<file path="config.mk">
export PLATFORM = sky130hd
export DESIGN_NAME = prog_memory_ctrl
export DESIGN_NICKNAME = d
export VERILOG_FILES = /design/src/rtl/prog_memory_ctrl.sv
export SDC_FILE = /design/constraint.sdc
export NUM_CORES = 2
export LEC_CHECK = 0
export ABC_AREA = 1
export BUFFER_PORTS_ARGS = -buffer_cell sky130_fd_sc_hd__buf_2
export CORE_MARGIN = 2
export CORE_UTILIZATION = 39
export DETAILED_ROUTE_END_ITERATION = 12
export SETUP_SLACK_MARGIN = 0.05
export SYNTH_ARGS = -nofsm -noshare
export SYNTH_HDL_FRONTEND = slang
export SYNTH_SLANG_ARGS = --single-unit
</file>
<file path="constraint.sdc">
create_clock -name clk -period 4.3 [get_ports clk]
set_input_delay 0.43 -clock clk [delete_from_list [all_inputs] [get_ports clk]]
set_output_delay 0.43 -clock clk [all_outputs]
set_load 0.03 [all_outputs]
</file>
<file path="src/rtl/prog_memory_ctrl.sv">
// Instruction RAM with power-on clear engine, valid/ready streaming loader and registered read port.
// Read latency 1 cycle; loader ready only in LOAD, direct writes only in IDLE.
module prog_memory_ctrl #(
  parameter int INSTR_LEN = 20,
  parameter int DEPTH     = 100,
  parameter int ADDR      = 7,
  parameter int RD_MODE   = 0
) (
  input  logic                 clk,
  input  logic                 rst,
  input  logic                 wr_en,
  input  logic [ADDR-1:0]      wr_addr,
  input  logic [INSTR_LEN-1:0] wr_data,
  input  logic                 rd_en,
  input  logic [ADDR-1:0]      rd_addr,
  output logic [INSTR_LEN-1:0] rd_data,
  output logic                 rd_valid,
  input  logic                 ld_start,
  input  logic [ADDR-1:0]      ld_base,
  input  logic                 ld_valid,
  input  logic [INSTR_LEN-1:0] ld_data,
  input  logic                 ld_last,
  output logic                 ld_ready,
  output logic                 ld_done,
  output logic [ADDR:0]        ld_count,
  output logic                 busy,
  output logic                 addr_err
);

  typedef enum logic [1:0] {
    ST_CLEAR = 2'd0,
    ST_IDLE  = 2'd1,
    ST_LOAD  = 2'd2
  } state_t;

  localparam logic [ADDR:0]   DEPTH_C = (ADDR+1)'(DEPTH);
  localparam logic [ADDR-1:0] LAST_C  = ADDR'(DEPTH - 1);

  logic [INSTR_LEN-1:0] mem [DEPTH];

  state_t               state_q, state_d;
  logic [ADDR-1:0]      clr_ptr_q, clr_ptr_d;
  logic [ADDR-1:0]      ld_ptr_q, ld_ptr_d;
  logic [ADDR:0]        ld_count_q, ld_count_d;
  logic [INSTR_LEN-1:0] rd_data_q, rd_data_d;
  logic                 rd_valid_q, rd_valid_d;
  logic                 ld_done_q, ld_done_d;
  logic                 addr_err_q, addr_err_d;

  logic                 we;
  logic [ADDR-1:0]      waddr;
  logic [INSTR_LEN-1:0] wdata;
  logic                 rd_hit, rd_oob, wr_oob, base_oob, ld_acc;

  always_comb begin
    state_d    = state_q;
    clr_ptr_d  = clr_ptr_q;
    ld_ptr_d   = ld_ptr_q;
    ld_count_d = ld_count_q;
    ld_done_d  = 1'b0;
    we         = 1'b0;
    waddr      = '0;
    wdata      = '0;
    wr_oob     = ({1'b0, wr_addr} >= DEPTH_C);
    rd_oob     = ({1'b0, rd_addr} >= DEPTH_C);
    base_oob   = ({1'b0, ld_base} >= DEPTH_C);
    ld_acc     = 1'b0;
    rd_hit     = 1'b0;
    addr_err_d = 1'b0;

    case (state_q)
      ST_CLEAR: begin
        we        = 1'b1;
        waddr     = clr_ptr_q;
        clr_ptr_d = clr_ptr_q + ADDR'(1);
        if (clr_ptr_q == LAST_C) begin
          clr_ptr_d = '0;
          state_d   = ST_IDLE;
        end
      end
      ST_IDLE: begin
        rd_hit     = rd_en;
        we         = wr_en && !wr_oob;
        waddr      = wr_addr;
        wdata      = wr_data;
        addr_err_d = (wr_en && wr_oob) || (ld_start && base_oob);
        if (ld_start) begin
          ld_count_d = '0;
          ld_ptr_d   = ld_base;
          // A bad base never enters LOAD; the caller still gets a done pulse.
          if (base_oob) ld_done_d = 1'b1;
          else          state_d   = ST_LOAD;
        end
      end
      ST_LOAD: begin
        rd_hit = rd_en;
        ld_acc = ld_valid;
        we     = ld_acc;
        waddr  = ld_ptr_q;
        wdata  = ld_data;
        if (ld_acc) begin
          ld_ptr_d   = ld_ptr_q + ADDR'(1);
          ld_count_d = ld_count_q + (ADDR+1)'(1);
          if (ld_last || ld_ptr_q == LAST_C) begin
            ld_done_d = 1'b1;
            state_d   = ST_IDLE;
          end
        end
      end
      default: state_d = ST_CLEAR;
    endcase

    rd_valid_d = rd_hit;
    rd_data_d  = rd_data_q;
    if (rd_hit) begin
      addr_err_d = addr_err_d || rd_oob;
      if (rd_oob)
        rd_data_d = '0;
      else if (RD_MODE == 0 && we && waddr == rd_addr)
        rd_data_d = wdata;
      else
        rd_data_d = mem[rd_addr];
    end
  end

  always_ff @(posedge clk) begin
    if (we) mem[waddr] <= wdata;
  end

  always_ff @(posedge clk or negedge rst) begin
    if (!rst) begin
      state_q    <= ST_CLEAR;
      clr_ptr_q  <= '0;
      ld_ptr_q   <= '0;
      ld_count_q <= '0;
      rd_data_q  <= '0;
      rd_valid_q <= 1'b0;
      ld_done_q  <= 1'b0;
      addr_err_q <= 1'b0;
    end else begin
      state_q    <= state_d;
      clr_ptr_q  <= clr_ptr_d;
      ld_ptr_q   <= ld_ptr_d;
      ld_count_q <= ld_count_d;
      rd_data_q  <= rd_data_d;
      rd_valid_q <= rd_valid_d;
      ld_done_q  <= ld_done_d;
      addr_err_q <= addr_err_d;
    end
  end

  assign rd_data  = rd_data_q;
  assign rd_valid = rd_valid_q;
  assign ld_ready = (state_q == ST_LOAD);
  assign ld_done  = ld_done_q;
  assign ld_count = ld_count_q;
  assign busy     = (state_q != ST_IDLE);
  assign addr_err = addr_err_q;

endmodule
</file>
==> metrics.sh <==
TIMING.SETUP.CRITICAL_PATH_CLASS='reg2reg'
DIE_H_UM=470.5
CLOCK_TREE_ROOT='clkbuf_16'
FMAX_MHz=266.3
GRT_UTIL_ALL_LAYERS_PCT=22.56
POST_SYNTH_NUM_CELL_TYPES=42
PRE_CTS_SLACK_NS=0.6528
DRC=0
ROUTED_WIRE_LENGTH_PER_INSTANCE_UM=23.89
GLOBAL_ROUTE_CONGESTION_OVERFLOW_TOTAL=0
SYNTH-EDFF-COUNT=2000
SETUP_VIOL=0
DRT-INITIAL-DRC-COUNT=7717
YOSYS-MUX-AREA-FRACTION_PCT=0
NUMBER_OF_GLOBAL_ROUTE_VIAS_BEFORE_REPAIR=54430
SYNTH.TOP_CELL.AREA_SHARE_PCT=70.77
RESULT_OF_THE_RUN='finished, final reports clean'
PLACE.DETAILED.HPWL_MM=150.8
SETUP.WORST_PATH.END_CLASS='flip-flop'
REPORT.FINAL.HOLD_VIOL_COUNT=0
SYN_INST=7486
SYNTH-ASYNC-RESET-RATIO_PCT=2.296
SYNTH_ADDER_AREA_SHARE_PCT=0.1180
SYNTH_COMPOUND_AREA_SHARE_PCT=1.921
ANTENNA_FOUND_INITIAL=8
SYNTH_FP_NETS=7562
WORST_SLACK_NS=0.5448
CTS-BUFFERS-INSERTED=204
ROUTE.VIAS.TOTAL=57760
LARGEST_NET_DEGREE_AT_THE_START_OF_GLOBAL_ROUTING=136
MAX_SLEW.WORST_PIN.SLEW_NS=1.175
PORT-BUFFER-COUNT=100
YOSYS.AREA_SHARE.SIMPLE_PCT=21.85
NUM_IO_PINS=101
STDCELL_AREA_MM2=0.09608
INITIAL_UTILIZATION_PCT=39.15
POST_ROUTE_CELLS_DRIVE_ABOVE_1_SHARE_PCT=10.34
POWER-PER-CELL-AREA_mW_PER_MM2=542.9
PLACE_CONGESTION=0.9646
SYNTH_TOP_FAMILY_BY_AREA='simple AND/OR/NAND/NOR gates'
DIE_AREA_MM2=0.2213
SETUP_REPAIR_AFTER_GLOBAL_ROUTING_MISSED_ITS_MARGIN='no'
YOSYS.AREA.TOP_TYPE='edfxtp_1'
DOMINANTREGCELLSYNTH='edfxtp_1'
ROW_COUNT=171
WIRELENGTH_MM=254.8
YS_WARN_COUNT=0
SYNTHESIS.AREA_MM2=0.08486
YOSYSSEQAREASHARE_PCT=72.16
YS_SEQ_ELEMENTS=2047
WORSTSETUPSTARTPOINTTYPE='flip-flop'
SYNTHXORXNORAREAFRAC_PCT=0.05160
DRT.ANTENNA.VIOLATING_NETS=0
ROUTED_VIA_DENSITY=5.416
FINAL-MAX-SLEW-VIOLATION-COUNT=0
MAXCAPVIOLCOUNT=0
CLOCK_BUFFER_DEPTH=3
WORST_SLEW_MARGIN_REL_PCT=21.45
TIMING.CRITICAL_PATH.ARRIVAL_NS=4.25
FINAL_COMMON_CELL='nand2_1'
WORSTHOLDPATHTYPE='in2reg'
PERIOD_MINUS_SLACK_NS=3.755
AREA_GROWTH_SYN_TO_LAYOUT_PCT=13.22
TOTALNEGATIVESETUPSLACK_NS=0
REG_CLK_SLEW_REPORTED_PATHS_NS=0.06
WORST-PATH-MAX-FANOUT=20
PLACED_CELL_AREA_MM2=0.08968
POST-CTS-SETUP-BUFFER-COUNT=0
P_LEAK_nW=36.02
LAYOUT_COMMON_CELLS='2,786 x nand2_1, 2,000 x edfxtp_1, 1,337 x nand3_1'
CLOCK_TREE_FROM_TRITONCTS='built'
DIE_W_UM=470.5
CTS_NUM_SINKS=2047
CORE-AREA_MM2=0.2167
SYNTH.AVG_CELL_AREA_UM2=11.34
FIRSTDRTPASSITERS=6
SYNTH.TOP_CELLS.BY_AREA='edfxtp_1 71%, nand2_1 12%, nand3_1 7.9%'
FINCLKSKEW_NS=0.05990
FIN_NETS=7720
WORST_EP_REQUIRED_TIME_NS=4.80
TIMING.FINAL.CRIT_SHARE_PCT=87.33
POWER.IR.VDD_WORST_uV=456.1
CLK-INSERTION-DELAY-LATE_NS=0.87
CTS.HTREE.LEVELS=4
GRT_PASS1_WL_MM=372.7
## timing repair
action                                  in CTS  in global routing
hold endpoints to repair                    56                  0
gates resized for setup                      0                  0
endpoints found under the setup margin       0                  0
hold buffers                                10                  0
## final cells by class
cell class | count | area (um^2)
clock inverter | 99 | 888.4
inverter | 248 | 1005
tap | 2854 | 3571
antenna | 4 | 10.01
fill | 19740 | 120700
multi-input combinational | 4746 | 20590
sequential | 2047 | 61230
clock buffer | 270 | 5403
timing repair buffer | 397 | 3373
## state kept, by name (all words and copies together), names as in the netlist
name       count
addr_err       1
clr_ptr_q      7
ld_count       8
ld_done        1
ld_ptr_q       7
mem         2000
rd_data       20
rd_valid       1
state_q        2
## synthesized netlist by cell type, drive strengths merged, types with 8 or more instances
master     n
or2       36
ha         8
nor3      18
nand3   1337
o211ai    15
nor2     262
o21ai     69
a22oi      9
edfxtp  2000
a22o      20
nand2   2786
dfrtp     47
clkbuf    57
a21oi    147
buf      388
inv      246
## metal layers
metal	global-route usage, %	part of all wire, %
met3	4.477	9.5
met4	8.363	3.9
met5	0	0
met1	31.69	41
met2	34.66	45
## cells by family after synthesis
logic type	Yosys count
fa+ha+maj	8
compound gates	284
xor+xnor	5
buf+inv	693
flops	2047
simple gates	4449
## worst max-delay path, stage by stage, from the launching register on
cell     delay [ns]
dfrtp_1        0.41
inv_1          0.13
ha_1           0.61
nand2_1        0.12
nand3_1        0.17
nand2_1        0.20
nor2_1         0.20
nand2_1        0.71
buf_4          0.44
nor2_2         0.07
buf_4          0.33
## worst paths after layout
path	from	endpoint	slack (ns)	cells past startpoint
min in group asynchronous	rst	ld_ptr_q[4]	0.18	3
max in group asynchronous	rst	state_q[0]	3.64	3
worst min register to register	rd_data[1]	rd_data[1]	0.48	2
worst max register to register	state_q[1]	mem[25][16]	0.54	10
worst min-delay path	ld_start	ld_count[1]	0.05	4
worst max-delay path	state_q[1]	mem[25][16]	0.54	10
## report_power, final
group          internal, W  switching [W]  leakage [nW]  total (W)
Combinational      0.00171        0.00787          14.0    0.00958
Clock              0.00926        0.00773          3.04     0.0170
Sequential          0.0253       0.000288          19.0     0.0256
## per-stage QoR
step	util (%)	power, W	std cells	hold slack [ns]
final	44.33	0.05216	10670	0.05249
after global routing	44.33	0.05370	10660	0.06118
after CTS	44.32	0.05225	10660	0.001879
after detailed placement	41.38	0.03546	10280	0.4642
after global placement	41.38	0.03532	10280	0.4623
after floorplan	-	0.03065	7486	0.1344
Note: power is estimated with default switching activity, not from simulation.
